`src/rtl/f1_sequencer.sv`:
```
// F1 start-light reaction timer: five lights step on, a random delay runs,
// then the cycles until the reaction press are measured. Early presses are faults.
`timescale 1ns/1ps
module f1_sequencer #(
  parameter int TICK_N = 25000000,
  parameter int BIT_SZ = 14,
  parameter int CNT_SZ = 16
) (
  input  logic              sysclk,
  input  logic              reset,
  input  logic              start,
  input  logic              react,
  input  logic              time_out,
  output logic              trigger,
  output logic [BIT_SZ-1:0] N,
  output logic [4:0]        ledr,
  output logic [CNT_SZ-1:0] react_time,
  output logic              valid,
  output logic              false_start,
  output logic [2:0]        state
);

  localparam int TW = (TICK_N > 1) ? $clog2(TICK_N) : 1;
  localparam logic [TW-1:0] TICK_LAST = TW'(TICK_N - 1);

  typedef enum logic [2:0] {
    IDLE    = 3'd0,
    LIGHTS  = 3'd1,
    ARM     = 3'd2,
    MEASURE = 3'd3,
    DONE    = 3'd4,
    FAULT   = 3'd5
  } state_t;

  state_t            state_reg;
  logic [13:0]       lfsr_reg;
  logic [TW-1:0]     tick_reg;
  logic [CNT_SZ-1:0] rcnt_reg;
  // Set once start has been seen low; a button held through reset release
  // therefore cannot produce a start event until it is released and pressed.
  logic              start_low_reg;

  logic              start_evt;
  logic              lfsr_fb;
  logic [BIT_SZ-1:0] lfsr_n;

  assign start_evt = start & start_low_reg;
  assign lfsr_fb   = lfsr_reg[13] ^ lfsr_reg[12] ^ lfsr_reg[11] ^ lfsr_reg[1];
  assign lfsr_n    = BIT_SZ'(lfsr_reg);
  assign state     = state_reg;

  always_ff @(posedge sysclk or posedge reset) begin
    if (reset) begin
      state_reg     <= IDLE;
      lfsr_reg      <= 14'h0001;
      tick_reg      <= '0;
      rcnt_reg      <= '0;
      start_low_reg <= 1'b0;
      trigger       <= 1'b0;
      N             <= BIT_SZ'(1);
      ledr          <= 5'b00000;
      react_time    <= '0;
      valid         <= 1'b0;
      false_start   <= 1'b0;
    end else begin
      lfsr_reg      <= {lfsr_reg[12:0], lfsr_fb};
      start_low_reg <= ~start;
      case (state_reg)
        IDLE, DONE, FAULT: begin
          if (start_evt) begin
            state_reg   <= LIGHTS;
            ledr        <= 5'b00001;
            tick_reg    <= '0;
            valid       <= 1'b0;
            false_start <= 1'b0;
          end
        end
        LIGHTS, ARM: begin
          if (react) begin
            // An early press wins over a coincident time_out.
            state_reg   <= FAULT;
            false_start <= 1'b1;
            trigger     <= 1'b0;
            ledr        <= 5'b10101;
            valid       <= 1'b0;
          end else if (state_reg == LIGHTS) begin
            if (tick_reg == TICK_LAST) begin
              tick_reg <= '0;
              if (ledr == 5'b11111) begin
                state_reg <= ARM;
                N         <= lfsr_n;
                trigger   <= 1'b1;
              end else begin
                ledr <= {ledr[3:0], 1'b1};
              end
            end else begin
              tick_reg <= tick_reg + TW'(1);
            end
          end else if (time_out) begin
            state_reg <= MEASURE;
            trigger   <= 1'b0;
            ledr      <= 5'b00000;
            rcnt_reg  <= '0;
          end
        end
        MEASURE: begin
          if (react) begin
            react_time <= rcnt_reg;
            valid      <= 1'b1;
            state_reg  <= DONE;
          end else if (rcnt_reg != '1) begin
            rcnt_reg <= rcnt_reg + CNT_SZ'(1);
          end
        end
        default: begin
          state_reg   <= IDLE;
          trigger     <= 1'b0;
          N           <= BIT_SZ'(1);
          ledr        <= 5'b00000;
          react_time  <= '0;
          valid       <= 1'b0;
          false_start <= 1'b0;
        end
      endcase
    end
  end

endmodule
```
`config.mk`:
```
export PLATFORM = sky130hd
export DESIGN_NAME = f1_sequencer
export DESIGN_NICKNAME = d
export VERILOG_FILES = /design/src/rtl/f1_sequencer.sv
export SDC_FILE = /design/constraint.sdc
export NUM_CORES = 1
export LEC_CHECK = 0
export CAP_MARGIN = 0
export CORE_ASPECT_RATIO = 0.9
export CORE_UTILIZATION = 30
export CTS_BUF_LIST = sky130_fd_sc_hd__clkbuf_2
export CTS_CLUSTER_SIZE = 25
export DETAILED_ROUTE_END_ITERATION = 10
export DONT_BUFFER_PORTS = 1
export PLACE_DENSITY = 0.53
export SYNTH_ARGS = -nofsm -noshare
export SYNTH_HDL_FRONTEND = slang
export SYNTH_SLANG_ARGS = --single-unit
```
`constraint.sdc`:
```
create_clock -name sysclk -period 3.68 [get_ports sysclk]
set_input_delay 0.736 -clock sysclk [delete_from_list [all_inputs] [get_ports sysclk]]
set_output_delay 0.736 -clock sysclk [all_outputs]
set_load 0.01 [all_outputs]
```
==> impl_metrics.tcl <==
set metrics [dict create \
    fmax_mhz 360 \
    cp_num_buf_inv 0 \
    finalInstanceArea_mm2 0.00495 \
    cts_num_sinks 97 \
    cts-root-buf "clkbuf_2" \
    synth_flop_cell "dfrtp_1" \
    area_growth_pct 6.74 \
    min_from "start" \
    row_count 42 \
    rsz0062_at_grt "false" \
    leakagePower_nw 2.02 \
    path_delay_family "compound AO/OA/AOI/OAI gates" \
    cts_tree "built" \
    synth_edf_count 0 \
    ir_drop_mv 0.138 \
    route.detailed.drc 0 \
    slowest_stage "dfrtp_1" \
    final_hold_viol_count 0 \
    h-tree-depth 3 \
    max_slew_margin 0.276 \
    setup_ws_ns 0.903 \
    wl_um 11200 \
    totalNegativeSetupSlack_ns 0 \
    required_ns 4.14 \
    clkSlewWorstSetupHoldPaths_ns 0.28 \
    grt_max_degree 86 \
    core_area_mm2 0.0149 \
    period_share 0.755 \
    die_h_um 120 \
    synthTopCellsByArea "dfrtp_1 51%, nand2_1 6.9%, o21ai_0 4.0%" \
    min_period_ns 2.78 \
    fin_skew_ns 0.0357 \
    yosysSeqAreaShare 0.523 \
    path_cells "nand2b_1, a32o_1, nand2_1, a21oi_1, nor2_1" \
    ant_nets 0 \
    async_flop_share 1.00 \
    placed_cell_area_mm2 0.00483 \
    regToRegEndpoint "tick_reg[9]" \
    startpoint_type "flip-flop" \
    postCtsSetupBuffers 0 \
    clk_path_buf_depth 2 \
    maxSlewViolCount 0 \
    hp-class "input port to flip-flop" \
    cts_resized 0 \
    syn_nets 499 \
    tightest_slew_ns 1.09 \
    r2r_setup_slack_ns 0.90 \
    syn_area_per_cell_um2 9.43 \
    cts_hold_buf 0 \
    setup_viol 0 \
    synthDistinctLibCells 59 \
    path_max_fanout 17 \
    gp_congestion 0.841 \
    wl_per_cell_um 16.2 \
    cap_viol_max_count 0 \
    grt_first_pass_wirelength_um 18400 \
    powerDensity_mw_per_mm2 400 \
    initial_core_util 0.311 \
    first_pass_iters 5 \
    arrival_ns 3.24 \
    hpwl_um 7710 \
    io_buffers 0 \
    syn-cell-area_mm2 0.00464 \
    largest_reg_flops 25 \
    dp_slack_ns 0.961 \
    layout-drive-gt1-share 0.0794 \
    track_usage 0.148 \
    fin_nets 493 \
    yosys_warnings 0 \
    r2r_cells 5 \
    yosys.area.top_type "dfrtp_1" \
    vias 3614 \
    endpoint_kind "flip-flop" \
    antenna_found_initial 1 \
    grt_overflow 0 \
    io_pins 46 \
    crit_path_max_incr_delay_ns 0.77 \
    whs_endpoint "start_low_reg" \
    ys_seq_elements 97 \
    status "completed" \
    via_per_inst 5.24 \
    fp.dieArea_mm2 0.0160 \
    hold_slack_ns 0.139 \
    min_path_cells 1 \
    criticalPathCategory "flip-flop to flip-flop" \
    insertion_delay_ns 0.60 \
    first_global_vias 3474 \
    initialDrtViolationCount 223 \
    r2r_start "state[2]" \
    die_w_um 133 \
    cts_buffers 9 \
    yosysTopAreaCellShare 0.512 \
    syn_inst 492 \
]
layout by cell type (no fill, tap or decap), drive strengths merged, types with 7 or more instances in the layout:
cell	instances
nor3	7
nor2	30
o211ai	7
dfrtp	95
nand3	29
o31ai	9
xor2	11
o21ai	66
nand2	85
inv	12
clkbuf	9
a21oi	20
nand4	14
nor4	8
nor2b	7
power breakdown:
group          internal [mW]  total, mW  leakage [nW]  switching [mW]
Combinational         0.0832      0.238         0.687           0.155
Sequential              1.12       1.19          1.26          0.0796
Clock                  0.164      0.549        0.0704           0.385
Total                   1.36       1.98          2.02           0.620
final cells by class:
cell class,instances,area (um^2)
Sequential cell,97,2430
Antenna cell,1,2.50
Clock buffer,9,45.0
Inverter,10,40.0
Tap cell,198,248
Multi-Input combinational cell,365,2090
Timing Repair Buffer,3,22.5
Fill cell,1555,9970
Clock inverter,7,78.8
logic make-up after synthesis:
family | Yosys count | share of synthesized area
AO/OA/AOI/OAI | 127 | 0.164
multiplexers | 3 | 0.00889
flip-flops | 97 | 0.523
buffers and inverters | 30 | 0.0280
AND/OR/NAND/NOR | 220 | 0.245
XOR/XNOR | 13 | 0.0245
adder cells (fa/ha/maj) | 2 | 0.00539
worst max-delay path by stage:
| stage | startpoint | end | slack (ns) | cells past startpoint |
|---|---|---|---|---|
| CTS | state[2] | tick_reg[9] | 0.95 | 5 |
| detailed placement | state[2] | tick_reg[13] | 0.96 | 5 |
| floorplan | reset | N[10] | 0.41 | 1 |
| finish | state[2] | tick_reg[9] | 0.90 | 5 |
| global route | state[2] | tick_reg[15] | 0.64 | 5 |
| global placement | state[2] | tick_reg[17] | 1.08 | 5 |
synthesized netlist by cell type (6+ instances only):
master,instances
nand3_1,29
o211ai_1,7
inv_1,10
o31ai_1,9
a21oi_1,20
nand2_1,85
clkbuf_1,10
o21ai_1,27
o21ai_0,37
nor3_1,7
nand4_1,12
nor2b_1,7
and2_1,6
buf_2,8
nor2_1,30
dfrtp_1,95
xor2_1,11
nor4_1,6
worst reg2reg max path, stage by stage, from the launching register on:
cell and delay [ns]:
dfrtp_1 0.77, nand2b_1 0.26, a32o_1 0.44, nand2_1 0.34, a21oi_1 0.72, nor2_1 0.12
per-stage QoR:
| step | instances | power [mW] | util |
|---|---|---|---|
| floorplan | 492 | 1.38 | - |
| global placement | 673 | 1.45 | 0.324 |
| detailed placement | 673 | 1.45 | 0.324 |
| CTS | 689 | 2.01 | 0.332 |
| global route | 690 | 2.10 | 0.332 |
| finish | 690 | 1.98 | 0.332 |
metal layers:
metal,part of all wire,GRT usage,up-vias
met2,0.44,0.219,81
met4,0.016,0.0653,0
met3,0.052,0.0384,13
met5,0,0,-
li1,-,-,1756
met1,0.49,0.202,1764
(Power assumes the default switching activity.)
